$ cat src/rtl/tick_scheduler_if.sv
// tick_scheduler_if: valid/ready configuration port for tick_scheduler.
// The master selects a channel and either starts/reprograms or stops it.
interface tick_scheduler_if #(
   parameter int NCH  = 4,
   parameter int DIVW = 32
);
   localparam int CHW = (NCH > 1) ? $clog2(NCH) : 1;

   logic            cfg_valid;
   logic            cfg_ready;
   logic [CHW-1:0]  cfg_ch;
   logic            cfg_run;
   logic [DIVW-1:0] cfg_div;

   modport master (
      output cfg_valid, cfg_ch, cfg_run, cfg_div,
      input  cfg_ready
   );

   modport slave (
      input  cfg_valid, cfg_ch, cfg_run, cfg_div,
      output cfg_ready
   );
endinterface

$ cat src/rtl/tick_scheduler.sv
// tick_scheduler: NCH independent clock-divider channels, glitch-free reload.
// Define TICK_SCHED_SYNC_EN to add the i_sync realignment input.
module tick_scheduler #(
   parameter int NCH         = 4,
   parameter int DIVW        = 32,
   parameter int DEFAULT_DIV = 25
) (
   input  logic           i_CLKin,
   input  logic           i_clr,
`ifdef TICK_SCHED_SYNC_EN
   input  logic           i_sync,
`endif
   tick_scheduler_if.slave s_cfg,
   output logic [NCH-1:0] o_clk_out,
   output logic [NCH-1:0] o_tick,
   output logic           o_busy
);
   typedef enum logic [1:0] {
      ST_IDLE,
      ST_RUN,
      ST_RELOAD
   } state_t;

   localparam logic [DIVW-1:0] LP_DEF = DIVW'(DEFAULT_DIV);
   localparam logic [DIVW-1:0] LP_ONE = DIVW'(1);

   state_t          r_state  [NCH];
   state_t          w_state_n[NCH];
   logic [DIVW-1:0] r_cnt    [NCH];
   logic [DIVW-1:0] w_cnt_n  [NCH];
   logic [DIVW-1:0] r_div    [NCH];
   logic [DIVW-1:0] w_div_n  [NCH];
   logic [DIVW-1:0] r_pend   [NCH];
   logic [DIVW-1:0] w_pend_n [NCH];
   logic [NCH-1:0]  r_clk;
   logic [NCH-1:0]  w_clk_n;
   logic [NCH-1:0]  r_tick;
   logic [NCH-1:0]  w_tick_n;
   logic [NCH-1:0]  w_term;
   logic [NCH-1:0]  w_sel;
   logic            r_busy;
   logic            w_busy_n;
   logic            w_ch_ok;
   logic            w_acc;
   logic            w_sync;

`ifdef TICK_SCHED_SYNC_EN
   assign w_sync = i_sync;
`else
   assign w_sync = 1'b0;
`endif

   // Out-of-range channels are always ready so they are consumed.
   assign w_ch_ok = 32'(s_cfg.cfg_ch) < NCH;
   assign s_cfg.cfg_ready = !s_cfg.cfg_run || !w_ch_ok ||
                            (r_state[s_cfg.cfg_ch] != ST_RELOAD);
   assign w_acc = s_cfg.cfg_valid && s_cfg.cfg_ready;

   always_comb begin
      w_sel  = '0;
      w_term = '0;
      for (int i = 0; i < NCH; i++) begin
         w_sel[i]  = w_acc && (32'(s_cfg.cfg_ch) == i);
         w_term[i] = (r_cnt[i] == r_div[i]);
      end
   end

   always_comb begin
      w_busy_n = 1'b0;
      w_clk_n  = r_clk;
      w_tick_n = '0;
      for (int i = 0; i < NCH; i++) begin
         w_state_n[i] = r_state[i];
         w_cnt_n[i]   = r_cnt[i];
         w_div_n[i]   = r_div[i];
         w_pend_n[i]  = r_pend[i];
         unique case (r_state[i])
            ST_IDLE: begin
               w_cnt_n[i] = '0;
               w_clk_n[i] = 1'b0;
               if (w_sel[i] && s_cfg.cfg_run) begin
                  w_div_n[i]   = s_cfg.cfg_div;
                  w_state_n[i] = ST_RUN;
               end
            end
            ST_RUN, ST_RELOAD: begin
               if (w_term[i]) begin
                  w_cnt_n[i]  = '0;
                  w_clk_n[i]  = ~r_clk[i];
                  w_tick_n[i] = 1'b1;
                  if (r_state[i] == ST_RELOAD) begin
                     w_div_n[i]   = r_pend[i];
                     w_state_n[i] = ST_RUN;
                  end
               end else begin
                  w_cnt_n[i] = r_cnt[i] + LP_ONE;
               end
               // A same-cycle request overrides sync for its channel.
               if (w_sel[i]) begin
                  if (s_cfg.cfg_run) begin
                     w_pend_n[i]  = s_cfg.cfg_div;
                     w_state_n[i] = ST_RELOAD;
                  end else begin
                     w_cnt_n[i]   = '0;
                     w_clk_n[i]   = 1'b0;
                     w_tick_n[i]  = 1'b0;
                     w_state_n[i] = ST_IDLE;
                  end
               end else if (w_sync) begin
                  w_cnt_n[i]  = '0;
                  w_clk_n[i]  = 1'b0;
                  w_tick_n[i] = 1'b0;
                  if (r_state[i] == ST_RELOAD) begin
                     w_div_n[i]   = r_pend[i];
                     w_state_n[i] = ST_RUN;
                  end
               end
            end
            default: w_state_n[i] = ST_IDLE;
         endcase
         if (w_state_n[i] != ST_IDLE) w_busy_n = 1'b1;
      end
   end

   always_ff @(posedge i_CLKin or posedge i_clr) begin
      if (i_clr) begin
         for (int i = 0; i < NCH; i++) begin
            r_state[i] <= ST_IDLE;
            r_cnt[i]   <= '0;
            r_div[i]   <= LP_DEF;
            r_pend[i]  <= LP_DEF;
         end
         r_clk  <= '0;
         r_tick <= '0;
         r_busy <= 1'b0;
      end else begin
         for (int i = 0; i < NCH; i++) begin
            r_state[i] <= w_state_n[i];
            r_cnt[i]   <= w_cnt_n[i];
            r_div[i]   <= w_div_n[i];
            r_pend[i]  <= w_pend_n[i];
         end
         r_clk  <= w_clk_n;
         r_tick <= w_tick_n;
         r_busy <= w_busy_n;
      end
   end

   assign o_clk_out = r_clk;
   assign o_tick    = r_tick;
   assign o_busy    = r_busy;
endmodule

$ cat src/flat_wrapper.sv
// flat-port wrapper written by rule: the top's interface ports become plain ports
module tick_scheduler_flat 
#(
   parameter int NCH         = 4,
   parameter int DIVW        = 32,
   parameter int DEFAULT_DIV = 25
)
  (i_CLKin, i_clr, o_clk_out, o_tick, o_busy, s_cfg_cfg_valid, s_cfg_cfg_ch, s_cfg_cfg_run, s_cfg_cfg_div, s_cfg_cfg_ready);
  tick_scheduler_if #(.NCH(NCH), .DIVW(DIVW)) s_cfg_i ();
  input  logic i_CLKin;
  input  logic i_clr;
  output logic [NCH-1:0] o_clk_out;
  output logic [NCH-1:0] o_tick;
  output logic o_busy;
  input wire logic [$bits(s_cfg_i.cfg_valid)-1:0] s_cfg_cfg_valid;
  input wire logic [$bits(s_cfg_i.cfg_ch)-1:0] s_cfg_cfg_ch;
  input wire logic [$bits(s_cfg_i.cfg_run)-1:0] s_cfg_cfg_run;
  input wire logic [$bits(s_cfg_i.cfg_div)-1:0] s_cfg_cfg_div;
  output wire logic [$bits(s_cfg_i.cfg_ready)-1:0] s_cfg_cfg_ready;
  assign s_cfg_i.cfg_valid = s_cfg_cfg_valid;
  assign s_cfg_i.cfg_ch = s_cfg_cfg_ch;
  assign s_cfg_i.cfg_run = s_cfg_cfg_run;
  assign s_cfg_i.cfg_div = s_cfg_cfg_div;
  assign s_cfg_cfg_ready = s_cfg_i.cfg_ready;
  tick_scheduler #(.NCH(NCH), .DIVW(DIVW), .DEFAULT_DIV(DEFAULT_DIV)) u_core (.i_CLKin(i_CLKin), .i_clr(i_clr), .s_cfg(s_cfg_i), .o_clk_out(o_clk_out), .o_tick(o_tick), .o_busy(o_busy));
endmodule
$ cat config.mk
export PLATFORM = sky130hd
export DESIGN_NAME = tick_scheduler_flat
export DESIGN_NICKNAME = d
export VERILOG_FILES = /design/src/rtl/tick_scheduler_if.sv /design/src/rtl/tick_scheduler.sv /design/src/flat_wrapper.sv
export SDC_FILE = /design/constraint.sdc
export NUM_CORES = 1
export LEC_CHECK = 0
export CAP_MARGIN = 15
export CORE_MARGIN = 3
export CORE_UTILIZATION = 33
export DETAILED_ROUTE_END_ITERATION = 12
export GPL_TIMING_DRIVEN = 1
export PLACE_DENSITY = 0.53
export REMOVE_ABC_BUFFERS = 1
export SLEW_MARGIN = 10
export SYNTH_ARGS = -nofsm -noshare
export SYNTH_HDL_FRONTEND = slang
export SYNTH_SLANG_ARGS = --single-unit
$ cat constraint.sdc
create_clock -name i_CLKin -period 30.3 [get_ports i_CLKin]
set_input_delay 4.545 -clock i_CLKin [delete_from_list [all_inputs] [get_ports i_CLKin]]
set_output_delay 4.545 -clock i_CLKin [all_outputs]
set_load 0.02 [all_outputs]
==> run_results.csv <==
group,metric,value,unit
timing,setup_tns,0,ns
drt,vias,14000,
yosys,synthDistinctLibCells,59,
critical_path,critical_path_peak_fanout,10,
timing,hold_violations,0,
drt,drcViolationCount,0,
placed_design,port_buffers,47,
yosys,synth_warnings,0,
drt,routed_via_density,5.17,
final_layout,final_nets,1949,
clock_tree,clock_path_buffers,3,
final_layout,fin_util,0.380,
timing,fin_skew,0.0124,ns
critical_path,crit_required,25.76,ns
drt,firstDrtPassIters,5,
clock_tree,h-tree-depth,2,
timing,fin_crit,10.98,ns
floorplanning,pin_count,48,
floorplanning,core,59100,um^2
grt,antenna_found_initial,0,
final_layout,drive_gt1_frac,0.137,
power_and_ir_drop,p_leak,9.92,nW
power_and_ir_drop,ir_drop,0.0640,mV
clock_tree,clock_latency,0.56,ns
power_and_ir_drop,p_per_area,96.5,nW/um^2
grt,grt_pass1_vias,13800,
timing,slew_headroom,0.343,
yosys,synth_top_area_cell,"dfrtp_1",
yosys,yosys.area.top_type_share,0.477,
floorplanning,dieArea,62900,um^2
yosys,netlist_instances,1878,
critical_path,worstPathArrival,6.44,ns
yosys,seq_area_frac_synth,0.509,
clock_tree,clk_pin_slew,0.06,ns
yosys,syn_avg_cell_area,10.5,um^2
timing,worst_slew_pin_slew,0.986,ns
clock_tree,cts_setup_buffers,0,
clock_tree,cts.repair.resized,0,
clock_tree,hold_buffers,0,
timing,period_share,0.363,
critical_path,crit_path_start_kind,"input port",
placed_design,hpwl,33.6,mm
timing,hold_ws,0.473,ns
yosys,synth.area.top_cells,"dfrtp_1 (48%), mux2_2 (7.3%), xor2_1 (7.0%)",
yosys,synth_edf_count,0,
drt,wl,51.4,mm
critical_path,worst-setup-path-type,"input port to primary output",
clock_tree,cts_root_buf,"clkbuf_16",
grt,grt_max_degree,120,
clock_tree,clock_sinks,401,
final_layout,syn_to_final_growth,13.6,%
yosys,ys.flop_type,"dfrtp_1",
timing,finalSetupViolCount,0,
drt,wire_per_inst,19.0,um
drt,ant_nets,0,
yosys,syn_area,19800,um^2
timing,slew_violations,0,
timing,fmax,91.0,MHz
outcome,status,"finished, final reports clean",
floorplanning,initial_core_util,0.335,
clock_tree,cts_buffers,44,
clock_tree,cts_tree,"yes",
placed_design,gp_congestion,0.783,
timing,rsz0062_at_grt,"no",
grt,grt.total_usage,0.163,
flow_run,maxCapViolations,0,
floorplanning,rows,89,
grt,grt_pass1_wl,80.6,mm
worst_hold_path,hp-class,"flip-flop to flip-flop",
yosys,async_flop_share,1.00,
critical_path,end_kind,"primary output",
floorplanning,die_y,251,um
grt,grt_remaining_overflow,0,
yosys,ys_ff_latch,401,
drt,drt-initial-drc-count,822,
floorplanning,die_x,251,um
## where the power goes
group          internal, W  switching (W)  total [W]
combinational     0.000333       0.000456   0.000788
sequential        0.000727       0.000117   0.000843
clock             0.000319       0.000220   0.000538
total              0.00138       0.000792    0.00217
## state kept, by name (all words and copies together), names as in the netlist
name	flops
u_core.r_div	128
u_core.r_state	8
u_core.r_cnt	128
u_core.o_tick	4
u_core.o_clk_out	4
u_core.r_pend	128
u_core.o_busy	1
## final cells by class
| cell class | count | area [um^2] |
|---|---|---|
| repair buffers | 70 | 671 |
| clock buffers | 68 | 1290 |
| well taps | 773 | 967 |
| fillers | 5715 | 36600 |
| inverters | 19 | 78.8 |
| diodes | 1 | 2.50 |
| clock inverters | 12 | 139 |
| flip-flops and latches | 401 | 10100 |
| multi-input cells | 1358 | 9270 |
## cells in the final DEF (no fill, tap or decap), types with 8 or more instances in the layout
| cell | n |
|---|---|
| clkbuf_16 | 45 |
| and2_1 | 10 |
| o31ai_1 | 32 |
| o41ai_1 | 11 |
| nand3_1 | 49 |
| nor4_1 | 34 |
| nor3_1 | 11 |
| inv_1 | 18 |
| clkbuf_1 | 15 |
| nand4_1 | 32 |
| xnor2_1 | 19 |
| and3_1 | 27 |
| nand2_1 | 148 |
| clkdlybuf4s50_1 | 47 |
| dfstp_2 | 24 |
| mux2_2 | 129 |
| buf_4 | 21 |
| ha_1 | 13 |
| o21ai_1 | 13 |
| xor2_1 | 158 |
| clkinv_2 | 8 |
| o21ai_0 | 178 |
| dfrtp_1 | 377 |
| a21oi_1 | 85 |
| nand2b_1 | 20 |
| nor2b_1 | 22 |
| nor2_1 | 156 |
| clkbuf_8 | 8 |
| mux2i_1 | 135 |
| and4_1 | 11 |
## final timing paths
path,from,endpoint,slack [ns],cells after the start
max,s_cfg_cfg_ch[1],s_cfg_cfg_ready,19.32,5
min,u_core.r_div[32],u_core.r_div[32],0.47,2
max reg2reg,u_core.r_state[0],u_core.r_cnt[7],26.79,8
min reg2reg,u_core.r_div[32],u_core.r_div[32],0.47,2
max in group asynchronous,i_clr,u_core.r_cnt[25],23.28,4
min in group asynchronous,i_clr,u_core.r_cnt[40],4.55,2
## kinds of logic after synthesis
family,after synthesis,share of synthesized area
xor+xnor,177,0.0783
flops,401,0.509
fa+ha+maj,17,0.0107
buf+inv,119,0.0252
mux,264,0.142
compound gates,360,0.103
simple gates,540,0.132
## per-layer routing
| layer | wire (um) | global-route usage | up-vias |
|---|---|---|---|
| met2 | 23800 | 0.262 | 250 |
| met1 | 24500 | 0.229 | 6990 |
| met5 | 0 | 0 | - |
| met3 | 2170 | 0.0280 | 54 |
| li1 | - | - | 6666 |
| met4 | 889 | 0.0438 | 0 |
## critical path, cell delays in order
cell,delay [ns]
clkdlybuf4s50_1,0.66
mux2i_1,0.40
o21ai_0,0.14
nand2_1,0.09
clkdlybuf4s50_1,0.60
## through the flow
stage	setup WS, ns	instances	total power, W	instance area, um^2
floorplan	14.64	1778	0.00142	19400
global placement	19.39	2619	0.00162	21000
detailed placement	19.36	2619	0.00164	21000
CTS	19.34	2699	0.00219	22400
global route	19.23	2701	0.00233	22500
finish	19.32	2702	0.00217	22500
## synthesized netlist by cell type, types with 3 or more instances
master	n
ha_1	17
nor3_1	11
o31ai_1	32
buf_2	17
a211o_1	4
a22o_1	4
o22ai_1	3
a21o_1	3
clkbuf_1	72
nand4_1	32
o21ai_1	14
buf_1	6
nand2_1	148
buf_6	3
dfrtp_1	377
nor4_1	34
a31oi_1	6
and4_1	11
nor2b_1	23
o21bai_1	3
nand3_1	50
mux2i_1	135
nand2b_1	20
and3_1	27
xor2_1	158
and2_1	10
mux2_2	129
o21ai_0	179
inv_1	19
or2_2	3
o41ai_1	11
xnor2_1	19
dfstp_2	24
a21oi_1	85
nor2_1	156
Power figures use the tool's default switching activity.
